===== config.mk =====
export PLATFORM = sky130hd
export DESIGN_NAME = pixel_readout_seq
export DESIGN_NICKNAME = d
export VERILOG_FILES = /design/src/rtl/pixel_readout_seq_pkg.sv /design/src/rtl/cmp_sync.sv /design/src/rtl/pixel_readout_seq.sv
export SDC_FILE = /design/constraint.sdc
export NUM_CORES = 1
export LEC_CHECK = 0
export CORE_MARGIN = 1
export CORE_UTILIZATION = 45
export DETAILED_ROUTE_END_ITERATION = 16
export GPL_TIMING_DRIVEN = 1
export PLACE_DENSITY_LB_ADDON = 0.15
export SLEW_MARGIN = 5
export SYNTH_ARGS = -nofsm -noshare
export SYNTH_HDL_FRONTEND = slang
export SYNTH_HIERARCHICAL = 1
export SYNTH_SLANG_ARGS = --single-unit

===== constraint.sdc =====
create_clock -name wb_clk_i -period 4 [get_ports wb_clk_i]
set_input_delay 0.8 -clock wb_clk_i [delete_from_list [all_inputs] [get_ports wb_clk_i]]
set_output_delay 0.8 -clock wb_clk_i [all_outputs]
set_load 0.005 [all_outputs]

===== src/rtl/pixel_readout_seq_pkg.sv =====
// Shared types and defaults for the photodiode readout sequencer.
package pixel_readout_seq_pkg;

  typedef enum logic [2:0] {
    StIdle,
    StRst,
    StInt,
    StSh,
    StCmp,
    StNext
  } state_e;

  localparam int unsigned N_PIX_DEF = 12;
  localparam int unsigned TW_DEF    = 16;
  localparam int unsigned CMP_CYC   = 3;

endpackage


===== src/rtl/cmp_sync.sv =====
// Two-flop synchronizer bringing the analog comparator output into the clock domain.
module cmp_sync (
  input  logic clk_i,
  input  logic rst_i,
  input  logic d_i,
  output logic q_o
);

  logic meta_q, sync_q;

  always_ff @(posedge clk_i) begin
    if (rst_i) begin
      meta_q <= 1'b0;
      sync_q <= 1'b0;
    end else begin
      meta_q <= d_i;
      sync_q <= meta_q;
    end
  end

  assign q_o = sync_q;

endmodule


===== src/rtl/pixel_readout_seq.sv =====
// Per-channel reset/integrate/sample-hold/compare sequencer for a photodiode array.
module pixel_readout_seq
  import pixel_readout_seq_pkg::*;
#(
  parameter int unsigned N_PIX = N_PIX_DEF,
  parameter int unsigned TW    = TW_DEF
) (
  input  logic             wb_clk_i,
  input  logic             wb_rst_i,
  input  logic             start,
  input  logic [N_PIX-1:0] pix_mask,
  input  logic [TW-1:0]    t_rst,
  input  logic [TW-1:0]    t_int,
  input  logic [TW-1:0]    t_sh,
  input  logic             cmp,
  output logic [N_PIX-1:0] pd_a,
  output logic [N_PIX-1:0] pd_b,
  output logic             sh_rst,
  output logic             sw1,
  output logic             sh,
  output logic             sw2,
  output logic             sh_cmp,
  output logic             busy,
  output logic             done,
  output logic [N_PIX-1:0] result
);

  localparam int unsigned IW = (N_PIX > 1) ? $clog2(N_PIX) : 1;

  state_e           state_q, state_d;
  logic [TW-1:0]    cnt_q, cnt_d;
  logic [TW-1:0]    t_rst_q, t_rst_d, t_int_q, t_int_d, t_sh_q, t_sh_d;
  logic [N_PIX-1:0] rem_q, rem_d, result_q, result_d;
  logic [IW-1:0]    idx_q, idx_d;
  logic             done_q, done_d;
  logic             cmp_s;

  logic [TW-1:0]    len_rst, len_int, len_sh;
  logic             found;
  logic [IW-1:0]    first;

  cmp_sync u_cmp_sync (
    .clk_i (wb_clk_i),
    .rst_i (wb_rst_i),
    .d_i   (cmp),
    .q_o   (cmp_s)
  );

  // Zero-length phases still occupy one cycle.
  assign len_rst = (t_rst_q == '0) ? TW'(1) : t_rst_q;
  assign len_int = (t_int_q == '0) ? TW'(1) : t_int_q;
  assign len_sh  = (t_sh_q  == '0) ? TW'(1) : t_sh_q;

  // Lowest channel still pending; the scan consumes rem_q one bit at a time.
  always_comb begin
    found = 1'b0;
    first = '0;
    for (int i = int'(N_PIX) - 1; i >= 0; i--) begin
      if (rem_q[i]) begin
        found = 1'b1;
        first = IW'(i);
      end
    end
  end

  always_comb begin
    state_d  = state_q;
    cnt_d    = cnt_q;
    t_rst_d  = t_rst_q;
    t_int_d  = t_int_q;
    t_sh_d   = t_sh_q;
    rem_d    = rem_q;
    idx_d    = idx_q;
    result_d = result_q;
    done_d   = 1'b0;
    unique case (state_q)
      StIdle: begin
        if (start) begin
          t_rst_d  = t_rst;
          t_int_d  = t_int;
          t_sh_d   = t_sh;
          rem_d    = pix_mask;
          result_d = '0;
          cnt_d    = '0;
          state_d  = StNext;
        end
      end
      StRst: begin
        if (cnt_q == len_rst - TW'(1)) begin
          cnt_d   = '0;
          state_d = StInt;
        end else begin
          cnt_d = cnt_q + TW'(1);
        end
      end
      StInt: begin
        if (cnt_q == len_int - TW'(1)) begin
          cnt_d   = '0;
          state_d = StSh;
        end else begin
          cnt_d = cnt_q + TW'(1);
        end
      end
      StSh: begin
        if (cnt_q == len_sh - TW'(1)) begin
          cnt_d   = '0;
          state_d = StCmp;
        end else begin
          cnt_d = cnt_q + TW'(1);
        end
      end
      StCmp: begin
        if (cnt_q == TW'(CMP_CYC - 1)) begin
          result_d[idx_q] = cmp_s;
          cnt_d           = '0;
          state_d         = StNext;
        end else begin
          cnt_d = cnt_q + TW'(1);
        end
      end
      StNext: begin
        cnt_d = '0;
        if (found) begin
          idx_d        = first;
          rem_d[first] = 1'b0;
          state_d      = StRst;
        end else begin
          done_d  = 1'b1;
          state_d = StIdle;
        end
      end
      default: state_d = StIdle;
    endcase
  end

  always_ff @(posedge wb_clk_i) begin
    if (wb_rst_i) begin
      state_q  <= StIdle;
      cnt_q    <= '0;
      t_rst_q  <= '0;
      t_int_q  <= '0;
      t_sh_q   <= '0;
      rem_q    <= '0;
      idx_q    <= '0;
      result_q <= '0;
      done_q   <= 1'b0;
    end else begin
      state_q  <= state_d;
      cnt_q    <= cnt_d;
      t_rst_q  <= t_rst_d;
      t_int_q  <= t_int_d;
      t_sh_q   <= t_sh_d;
      rem_q    <= rem_d;
      idx_q    <= idx_d;
      result_q <= result_d;
      done_q   <= done_d;
    end
  end

  // Switch drives decode straight from registered state; NEXT and IDLE leave all open.
  always_comb begin
    pd_a   = '0;
    pd_b   = '0;
    sh_rst = 1'b0;
    sw1    = 1'b0;
    sh     = 1'b0;
    sw2    = 1'b0;
    sh_cmp = 1'b0;
    unique case (state_q)
      StRst: begin
        pd_a   = N_PIX'(1) << idx_q;
        sh_rst = 1'b1;
      end
      StInt: begin
        pd_a = N_PIX'(1) << idx_q;
        sw1  = 1'b1;
      end
      StSh: begin
        pd_a = N_PIX'(1) << idx_q;
        sh   = 1'b1;
        sw2  = 1'b1;
      end
      StCmp: begin
        pd_b   = N_PIX'(1) << idx_q;
        sh_cmp = 1'b1;
      end
      default: ;
    endcase
  end

  assign busy   = (state_q != StIdle);
  assign done   = done_q;
  assign result = result_q;

endmodule


==> reports/results.tsv, run 1 <==
stage	metric	value	unit
clock_network	TritonCTS clock tree	built	
cells_and_area	Layout area overhead	24.6	%
drt	routed wire length	16900	um
placement	placed instance count	1107	
grt	global route total overflow	0	
drt	DRC errors left	0	
cells_and_area	commonest non-fill, non-tap cell in the layout	nand2_1	
grt	largest net degree at the start of global routing	54	
pwr	total power	4930	uW
floorplanning	std cell rows	42	
drt	DR pass1 iterations	5	
grt	global-route wire length before repair	27500	um
synthesis	Synth Register Bits	98	
drt	routed length per instance	15.0	um
drt	Antenna Nets Post-Route	0	
sta	max_slew headroom	0.453	
synthesis	Netlist cell types	60	
placement	Post-DP HPWL	11800	um
floorplanning	Die W	119	um
run_status	status	finished, final reports clean	
cells_and_area	final net count	1011	
setup_path	crit path DAT	4.02	ns
pwr	pwr/cell area	645	mW/mm^2
sta	Final min period	3.78	ns
clock_network	Longest Clk Path Bufs	2	
sta	unrepaired setup endpoints after global routing	no	
placement	gp weighted congestion	0.865	
sta	Max Fclk	0.264	GHz
sta	Worst Clk Skew	0.0112	ns
setup_path	crit start category	flop	
synthesis	Most used DFF post-synth	dfxtp_1	
synthesis	Synth Cell Area	0.00613	mm^2
synthesis	Yosys top cell area share	0.320	
clock_network	worst skew pair latency	0.36	ns
sta	final setup violating endpoints	0	
setup_path	kind of critical path	reg2reg	
cells_and_area	most frequent cells in the layout	154 x nand2_1, 105 x clkdlybuf4s50_1, 101 x a21oi_1, 98 x dfxtp_1, 91 x nor2_1	
synthesis	number of flops mapped to enable cells by yosys	0	
synthesis	synth top area cells	dfxtp_1 32%, nand2_1 9.4%, a21oi_1 8.2%, nor2_1 5.6%, xnor2_1 4.7%	
synthesis	Syn Nets	939	
synthesis	Syn Area/Cell	7.05	um^2
pwr	leakage	0.00276	uW
floorplanning	die area	0.0141	mm^2
clock_network	Setup Buffers After CTS	0	
setup_path	Critical Path End Type	flop	
grt	vias in the first global route	5627	
grt	initial antenna violation count	0	
setup_path	crit-path max FO	19	
clock_network	CTS sink count	98	
sta	Setup TNS	0	ns
sta	Final Hold Fails	0	
floorplanning	Core Area	0.0133	mm^2
drt	Initial DRC Count	488	
clock_network	Max H-tree Level	3	
floorplanning	initial core utilization	0.461	
cells_and_area	antenna cells	0	
clock_network	post_cts resized	0	
cells_and_area	Final Non-Filler Cells	1122	
clock_network	Clock Tree Root	clkbuf_16	
synthesis	sequential share of the synthesized area	0.320	
setup_path	Worst Path Required	4.24	ns
floorplanning	Ports	107	
clock_network	cts bufs inserted	9	
clock_network	# hold bufs at CTS	0	
hold_path	worst min-delay path category	reg2reg	
grt	GRT Util Overall	0.241	
sta	Slew @ Worst Pin	0.821	ns
cells_and_area	layout cell share with drive strength beyond 1	0.0645	
placement	count of input and output buffers	106	
drt	via count	6247	
synthesis	fraction of registers with async set or reset after synthesis	0	
clock_network	CTS clk-pin slew, worst paths	0.07	ns
sta	max-slew violations	0	
floorplanning	DIE HEIGHT	119	um
sta	Final Cycle Share	0.945	
drt	Vias/cell	5.57	
synthesis	Synth Instances	870	
pwr	maximum VDD drop	288	uV
synthesis	Yosys warning count	6	
run	maxcap violations	0	
synthesis	cell taking the most area after synthesis	dfxtp_1	
metal layers:
layer  vias to the layer above  part of all wire  GRT usage
met3                        21             0.045     0.0536
met4                         0             0.018     0.0791
met2                       146              0.46      0.392
met5                         -                 0          0
met1                      2880              0.48      0.315
li1                       3200                 -          -
power by group:
group | switching (uW) | internal, uW
registers | 240 | 1130
clock network | 385 | 480
logic | 1520 | 1180
total | 2140 | 2790
final cells by class:
type	count	area (um^2)
sequential	98	1960
multi-input combinational	687	3850
tap	176	220
inverter	15	56.3
fill	1285	5650
clock inverter	5	56.3
timing repair buffer	131	1270
clock buffer	10	229
cells in the mapped netlist (all sizes together) (17+ instances only):
library cell / instances
dfxtp: 98
xnor2: 33
nand2: 154
nor4: 18
xor2: 19
clkbuf: 55
nor2: 91
nand3: 22
a21oi: 101
nor3: 40
o21ai: 40
a211oi: 17
final timing paths:
check / from / end / slack [ns] / depth (start not counted)
max: t_int_q[5]$_SDFFE_PP0P_ / state_q[1]$_SDFFE_PP0P_ / 0.22 / 13
min: u_cmp_sync/meta_q$_SDFF_PP0_ / u_cmp_sync/q_o$_SDFF_PP0_ / 0.45 / 1
max reg2reg: t_int_q[5]$_SDFFE_PP0P_ / state_q[1]$_SDFFE_PP0P_ / 0.22 / 13
min reg2reg: u_cmp_sync/meta_q$_SDFF_PP0_ / u_cmp_sync/q_o$_SDFF_PP0_ / 0.45 / 1
kinds of logic after synthesis:
kind of cell               count (synthesis)  share of synthesized area
AOI/OAI and AO/OA                        213                      0.211
DFF                                       98                      0.320
adders and majority gates                  5                     0.0102
muxes                                      7                     0.0116
xor gates and xnor gates                  52                     0.0742
buffers and inverters                     85                     0.0589
and+or+nand+nor                          410                      0.315
through the flow:
| step | worst slack [ns] | util | hold WS, ns | instance area (um^2) |
|---|---|---|---|---|
| after floorplan | 0.000687 | - | 0.414 | 6130 |
| after global placement | 0.154 | 0.551 | 0.444 | 7330 |
| after detailed placement | 0.0932 | 0.551 | 0.436 | 7330 |
| after CTS | 0.0654 | 0.572 | 0.459 | 7610 |
| after global routing | 0.0000573 | 0.575 | 0.466 | 7640 |
| final | 0.218 | 0.575 | 0.449 | 7640 |
state kept, by name (all words and copies together), names as in the netlist, 3 cells and up:
signal / count
state_q: 3
rem_q: 12
t_sh_q: 16
idx_q: 4
t_rst_q: 16
result: 12
t_int_q: 16
cnt_q: 16
critical path, stage by stage (launching register included):
cell       delay, ns
dfxtp_1         0.31
or4_4           0.56
or3_1           0.40
nor3_2          0.21
nor2_1          0.06
ha_1            0.30
xnor2_1         0.14
a2111oi_2       0.29
o2111ai_1       0.14
or4_1           0.41
o31a_1          0.32
buf_12          0.16
o311ai_1        0.24
o41ai_1         0.11
Power figures use the tool's default switching activity.
==> run 2, diff against run 1 <==
--- a/config.mk
+++ b/config.mk
@@ -5,6 +5,7 @@
 export SDC_FILE = /design/constraint.sdc
 export NUM_CORES = 1
 export LEC_CHECK = 0
+export ABC_AREA = 1
 export CORE_MARGIN = 1
 export CORE_UTILIZATION = 45
 export DETAILED_ROUTE_END_ITERATION = 16
==> run 2 against run 1 <==
Effect of this change: clock skew is 0.0046 ns lower; final cell count is 15% higher; utilization is 0.42 points lower; largest power group unchanged; global-route usage is 0.25 points lower; synthesized area up 5.6%; worst hold slack got worse by 0.041 ns; combinational power rose by 7%; sequential share of layout area is 1.0 points lower; largest cell class unchanged; power rose by 6.4%; highest routed layer unchanged; fmax increased by 28%; clock power up 11%.
==> reports/results.tsv, run 2 <==
stage	metric	value	unit
drt	routed length per instance	13.1	um
run	maxcap violations	0	
hold_path	Hold EP	u_cmp_sync/q_o$_SDFF_PP0_	
placement	gp weighted congestion	0.868	
grt	largest net degree at the start of global routing	45	
setup_path	RR Startpoint	t_int_q[4]$_SDFFE_PP0P_	
setup_path	reg2reg setup slack	1.06	ns
floorplanning	Ports	107	
synthesis	Syn Nets	1098	
setup_path	Worst Path Required	4.22	ns
setup_path	crit path DAT	3.17	ns
setup_path	crit-path max FO	15	
sta	Worst Clk Skew	0.00660	ns
cells_and_area	Layout area overhead	22.8	%
sta	Final Cycle Share	0.736	
cells_and_area	commonest non-fill, non-tap cell in the layout	nand2_1	
floorplanning	Die W	122	um
cells_and_area	layout cell share with drive strength beyond 1	0.0703	
sta	max_slew headroom	0.437	
setup_path	CP max stage cell	dfxtp_1	
synthesis	Synth Register Bits	98	
placement	count of input and output buffers	106	
setup_path	kind of critical path	reg2reg	
floorplanning	Core Area	0.0139	mm^2
grt	global route total overflow	0	
clock_network	Clock Tree Root	clkbuf_16	
clock_network	CTS clk-pin slew, worst paths	0.07	ns
placement	Post-DP HPWL	12500	um
synthesis	most frequent cells after synthesis	198 x nand2_1, 160 x nor2_1, 126 x inv_1, 98 x dfxtp_1, 85 x o21ai_0	
sta	max-slew violations	0	
synthesis	number of flops mapped to enable cells by yosys	0	
setup_path	CP Cell Sequence	nor2_1 > nand2_2 > inv_1 > nand3_1 > nand2_1 > inv_1 > ha_1 > nand2_1 > nor2_1 > nand2_1 > xor2_1 > xor2_1 > nand3b_1 > nor2_1 > nand3_1 > nand2_2 > nand3_4 > nand3_1 > a21oi_1	
cells_and_area	final net count	1173	
clock_network	Longest Clk Path Bufs	2	
synthesis	Yosys top cell area share	0.303	
sta	Final Hold Fails	0	
placement	DP Area	0.00763	mm^2
pwr	maximum VDD drop	381	uV
floorplanning	DIE HEIGHT	122	um
synthesis	Syn Area/Cell	6.29	um^2
grt	GRT Util Overall	0.239	
clock_network	Setup Buffers After CTS	0	
synthesis	synth top area cells	dfxtp_1 30%, nand2_1 11%, nor2_1 9.3%, inv_1 7.3%, o21ai_0 6.6%	
clock_network	cts bufs inserted	9	
clock_network	# hold bufs at CTS	0	
setup_path	FF-to-FF path depth	19	
synthesis	cell taking the most area after synthesis	dfxtp_1	
clock_network	worst skew pair latency	0.35	ns
synthesis	top-count cell post-synth	nand2_1	
sta	Max Fclk	0.340	GHz
drt	DRC errors left	0	
run_status	status	finished, final reports clean	
cells_and_area	Filler cells	1381	
setup_path	Critical Path End Type	flop	
floorplanning	std cell rows	43	
clock_network	CTS sink count	98	
setup_path	Worst R2R End	cnt_q[2]$_SDFFE_PP0P_	
cells_and_area	antenna cells	0	
clock_network	TritonCTS clock tree	built	
cells_and_area	Final Non-Filler Cells	1289	
placement	placed instance count	1273	
pwr	leakage	0.00334	uW
synthesis	Synth Instances	1029	
cells_and_area	most frequent cells in the layout	198 x nand2_1, 159 x nor2_1, 126 x inv_1, 106 x clkdlybuf4s50_1, 98 x dfxtp_1	
hold_path	worst min-delay path category	reg2reg	
hold_path	Hold Startpoint	u_cmp_sync/meta_q$_SDFF_PP0_	
grt	global-route wire length before repair	28100	um
synthesis	fraction of registers with async set or reset after synthesis	0	
synthesis	Synth Cell Area	0.00648	mm^2
grt	vias in the first global route	5757	
sta	final setup violating endpoints	0	
clock_network	post_cts resized	0	
sta	Final min period	2.94	ns
floorplanning	initial core utilization	0.465	
drt	via count	6497	
pwr	total power	5250	uW
pwr	pwr/cell area	660	mW/mm^2
synthesis	Yosys warning count	6	
sta	Slew @ Worst Pin	0.841	ns
drt	DR pass1 iterations	5	
synthesis	Netlist cell types	40	
drt	Vias/cell	5.04	
drt	Antenna Nets Post-Route	0	
drt	routed wire length	16900	um
cells_and_area	multi-input logic area	0.00380	mm^2
sta	Fin Hold WS	0.408	ns
setup_path	crit start category	flop	
synthesis	sequential share of the synthesized area	0.303	
cells_and_area	Seq. cell area	0.00196	mm^2
floorplanning	die area	0.0149	mm^2
synthesis	Most used DFF post-synth	dfxtp_1	
clock_network	Max H-tree Level	3	
drt	Initial DRC Count	441	
hold_path	Hold Path Stages	2	
sta	unrepaired setup endpoints after global routing	no	
cells_and_area	final instance area	0.00795	mm^2
setup_path	slowest stage delay, CP	0.41	ns
grt	initial antenna violation count	0	
sta	Setup TNS	0	ns
## run 2: where the power goes
part | switching [uW] | leakage [uW] | total [uW] | internal (uW)
Combinational | 1830 | 0.00238 | 2900 | 1080
Clock | 396 | 0.000163 | 964 | 568
Sequential | 208 | 0.000802 | 1380 | 1170
Total | 2430 | 0.00334 | 5250 | 2820
## run 2: stage by stage
stage / setup WS (ns) / utilization
global placement: 1.02 / 0.547
floorplan: 1.49 / -
detailed placement: 1.06 / 0.547
global route: 0.731 / 0.571
finish: 1.06 / 0.571
CTS: 1.04 / 0.571
## run 2: cells by family (layout without fill, tap and decap cells)
| group | after synthesis | in the layout | share of synthesized area |
|---|---|---|---|
| compound gates | 179 | 179 | 0.145 |
| xor+xnor | 55 | 55 | 0.0807 |
| fa+ha+maj | 5 | 5 | 0.00966 |
| buf+inv | 185 | 265 | 0.110 |
| flops | 98 | 98 | 0.303 |
| simple gates | 507 | 507 | 0.351 |
## run 2: worst max-delay path: cells and delay by family (launching register included)
| kind | cells | cell delay [ns] |
|---|---|---|
| DFF | 1 | 0.41 |
| AOI/OAI and AO/OA | 1 | 0.06 |
| xor gates and xnor gates | 2 | 0.33 |
| adders and majority gates | 1 | 0.19 |
| and+or+nand+nor | 13 | 1.70 |
| buffers and inverters | 2 | 0.11 |
## run 2: routing by layer
| metal | vias to the layer above | GRT usage | share of wire |
|---|---|---|---|
| li1 | 3417 | - | - |
| met3 | 23 | 0.0440 | 0.049 |
| met5 | - | 0 | 0 |
| met4 | 0 | 0.0656 | 0.018 |
| met1 | 2895 | 0.338 | 0.49 |
| met2 | 162 | 0.368 | 0.44 |
## run 2: worst max-delay path by stage
| stage | slack [ns] | startpoint | endpoint | cells past startpoint |
|---|---|---|---|---|
| after floorplan | 1.49 | t_rst_q[4]$_SDFFE_PP0P_ | cnt_q[15]$_SDFFE_PP0P_ | 20 |
| after global placement | 1.02 | t_rst_q[4]$_SDFFE_PP0P_ | cnt_q[5]$_SDFFE_PP0P_ | 19 |
| after detailed placement | 1.06 | t_rst_q[4]$_SDFFE_PP0P_ | cnt_q[2]$_SDFFE_PP0P_ | 19 |
| after CTS | 1.04 | t_rst_q[4]$_SDFFE_PP0P_ | cnt_q[2]$_SDFFE_PP0P_ | 19 |
| after global routing | 0.73 | t_rst_q[4]$_SDFFE_PP0P_ | state_q[0]$_SDFFE_PP0P_ | 20 |
| final | 1.06 | t_int_q[4]$_SDFFE_PP0P_ | cnt_q[2]$_SDFFE_PP0P_ | 19 |
## run 2: layout make-up
class,instances,area share
clock buffers,10,0.0300
clock inverters,6,0.0110
inverters,136,0.0642
multi-input cells,746,0.478
flip-flops and latches,98,0.247
well taps,180,0.0283
repair buffers,113,0.142
==> run 3, diff against run 2 <==
==> constraint.sdc (replaced) <==
create_clock -name wb_clk_i -period 2.4 [get_ports wb_clk_i]
set_input_delay 0.48 -clock wb_clk_i [delete_from_list [all_inputs] [get_ports wb_clk_i]]
set_output_delay 0.48 -clock wb_clk_i [all_outputs]
set_load 0.005 [all_outputs]
==> run 3 against run 2 <==
Effect of this change: the run now ends with negative setup slack left; non-clock buffer count increased by 132; critical path depth increased by 1; final cell count increased by 10%; fmax increased by 11%; register-to-register slack got worse by 1.3 ns; utilization increased by 10 points; design area increased by 18%; die area unchanged; first-iteration DRC count increased by 8.8%; via count increased by 11%; highest routed layer unchanged.
==> reports/results.tsv, run 3 (same netlist as run 2, synthesis figures left out) <==
stage	metric	value	unit
cells_and_area	layout cell share with drive strength beyond 1	0.261	
sta	Max Fclk	0.378	GHz
pwr	cell-internal power	5920	uW
clock_network	TritonCTS clock tree	built	
cells_and_area	commonest non-fill, non-tap cell in the layout	nand2_1	
drt	Vias/cell	5.08	
clock_network	# hold bufs at CTS	0	
pwr	pwr/cell area	1140	mW/mm^2
drt	Initial DRC Count	480	
grt	global-route wire length before repair	31500	um
pwr	Sw Ratio	0.446	
drt	WL met3	1030	um
setup_path	crit start category	flop	
sta	max-slew violations	0	
drt	DR pass1 iterations	5	
cells_and_area	Final Non-Filler Cells	1419	
pwr	Logic pwr share	0.654	
placement	Post-DP HPWL	13300	um
placement	gp weighted congestion	0.919	
run	maxcap violations	0	
cells_and_area	final net count	1306	
clock_network	CTS sink count	98	
pwr	leakage	0.00405	uW
sta	Fin Hold WS	0.419	ns
floorplanning	std cell rows	43	
floorplanning	Core Area	0.0139	mm^2
floorplanning	Die W	122	um
clock_network	Longest Clk Path Bufs	2	
drt	via count	7215	
floorplanning	DIE HEIGHT	122	um
setup_path	crit path DAT	2.87	ns
clock_network	Clock Tree Root	clkbuf_16	
sta	Final min period	2.65	ns
sta	unrepaired setup endpoints after global routing	yes	
placement	count of input and output buffers	106	
sta	Final Cycle Share	1.10	
drt	met2 WL post-DR	9010	um
clock_network	CTS clk-pin slew, worst paths	0.07	ns
drt	DRC errors left	0	
setup_path	Critical Path End Type	flop	
hold_path	worst min-delay path category	reg2reg	
setup_path	crit-path max FO	8	
clock_network	Max H-tree Level	3	
grt	vias in the first global route	6618	
floorplanning	die area	0.0149	mm^2
pwr	sequential share of power	0.211	
drt	Antenna Nets Post-Route	0	
grt	global route total overflow	0	
grt	GRT Util Overall	0.268	
drt	routed length per instance	13.6	um
grt	largest net degree at the start of global routing	80	
sta	Worst Clk Skew	0.00540	ns
clock_network	worst skew pair latency	0.35	ns
grt	initial antenna violation count	0	
cells_and_area	antenna cells	0	
sta	final setup violating endpoints	19	
sta	max_slew headroom	0.393	
setup_path	Worst Path Required	2.62	ns
floorplanning	initial core utilization	0.465	
clock_network	cts bufs inserted	9	
pwr	maximum VDD drop	597	uV
floorplanning	Ports	107	
pwr	NetSw	4780	uW
drt	routed wire length	19200	um
cells_and_area	most frequent cells in the layout	175 x nand2_1, 136 x buf_4, 124 x nor2_1, 118 x inv_1, 106 x clkdlybuf4s50_1	
sta	Final Hold Fails	0	
setup_path	kind of critical path	reg2reg	
cells_and_area	Layout area overhead	44.7	%
cells_and_area	Core Util, Final	0.673	
sta	worst setup margin	-0.248	ns
pwr	clock share of power	0.135	
drt	Metal-1 WL	8850	um
drt	DR top layer	met4	
run_status	violated checks	negative setup slack	
run_status	status	complete, but fails checks	
placement	placed instance count	1361	
sta	Slew @ Worst Pin	0.907	ns
==> run 3: cell types whose count changed in the layout (fill, tap and decap cells not counted), moves of 16 or more <==
cell / previous run / this run
dfxtp_1: 98 / 74
nor2_2: 14 / 33
buf_4: 6 / 136
nand2_1: 198 / 175
dfxtp_2: 0 / 24
nor2_1: 159 / 124
nand2_2: 10 / 26
nor2_4: 3 / 19
==> run 3: worst paths after layout <==
check                                     from                   endpoint  slack, ns  depth (start not counted)
setup / recovery       t_rst_q[5]$_SDFFE_PP0P_      cnt_q[6]$_SDFFE_PP0P_      -0.25                         20
hold reg to reg   u_cmp_sync/meta_q$_SDFF_PP0_  u_cmp_sync/q_o$_SDFF_PP0_       0.42                          2
setup reg to reg       t_rst_q[5]$_SDFFE_PP0P_      cnt_q[6]$_SDFFE_PP0P_      -0.25                         20
hold / removal    u_cmp_sync/meta_q$_SDFF_PP0_  u_cmp_sync/q_o$_SDFF_PP0_       0.42                          2
==> run 3: power by group through the flow <==
| stage | sequential (uW) | clock [uW] | combinational [uW] |
|---|---|---|---|
| floorplan | 2240 | 0 | 3850 |
| finish | 2250 | 1450 | 7000 |
| global route | 2300 | 1530 | 7760 |
| CTS | 2220 | 1470 | 6550 |
| global placement | 2210 | 0 | 5650 |
| detailed placement | 2210 | 0 | 5700 |
==> run 3: worst max-delay path, cell delays in order (launching register included) <==
cell	delay, ns
dfxtp_2	0.33
nor2_4	0.11
nand2_2	0.08
nor2_4	0.12
nand2_2	0.07
nand2_2	0.08
inv_2	0.05
ha_4	0.16
nand2_4	0.09
inv_4	0.06
nand2_2	0.05
xor2_1	0.16
xor2_1	0.16
nand2_1	0.07
nor2_1	0.12
nand3_1	0.14
nand2_2	0.17
buf_12	0.13
nand3_4	0.16
nand3_2	0.13
a21oi_2	0.06
==> run 3: per-stage QoR <==
stage               setup WS [ns]  power [uW]  cell area [um^2]  setup TNS (ns)
finish                     -0.248       10700              9370           -4.10
global placement           -0.226        7860              8320           -3.77
detailed placement         -0.294        7920              8320           -5.02
CTS                        -0.174       10200              9130           -2.77
floorplan                -0.00327        6090              6510         -0.0183
global route               -0.448       11600              9370           -7.83
==> run 3: final cells by class <==
| cell class | instances | area [um^2] |
|---|---|---|
| clock buffer | 10 | 239 |
| clock inverter | 3 | 42.5 |
| fill | 1227 | 4560 |
| inverter | 136 | 515 |
| multi-input combinational | 747 | 4220 |
| sequential | 98 | 1990 |
| tap | 180 | 225 |
| timing repair buffer | 245 | 2130 |
==> run 3: repair_timing <==
item | 4_1_cts | 5_1_grt
endpoints found under the setup margin | 43 | 47
setup buffers | 41 | 3
gates cloned | 1 | 0
hold endpoints to repair | 0 | 0
pin swaps | 51 | 41
resized for setup | 60 | 71
==> run 3: per-layer routing <==
metal  track usage  vias up
li1              -     3691
met4        0.0702        0
met3        0.0492       28
met2         0.434      191
met5             0        -
met1         0.363     3305
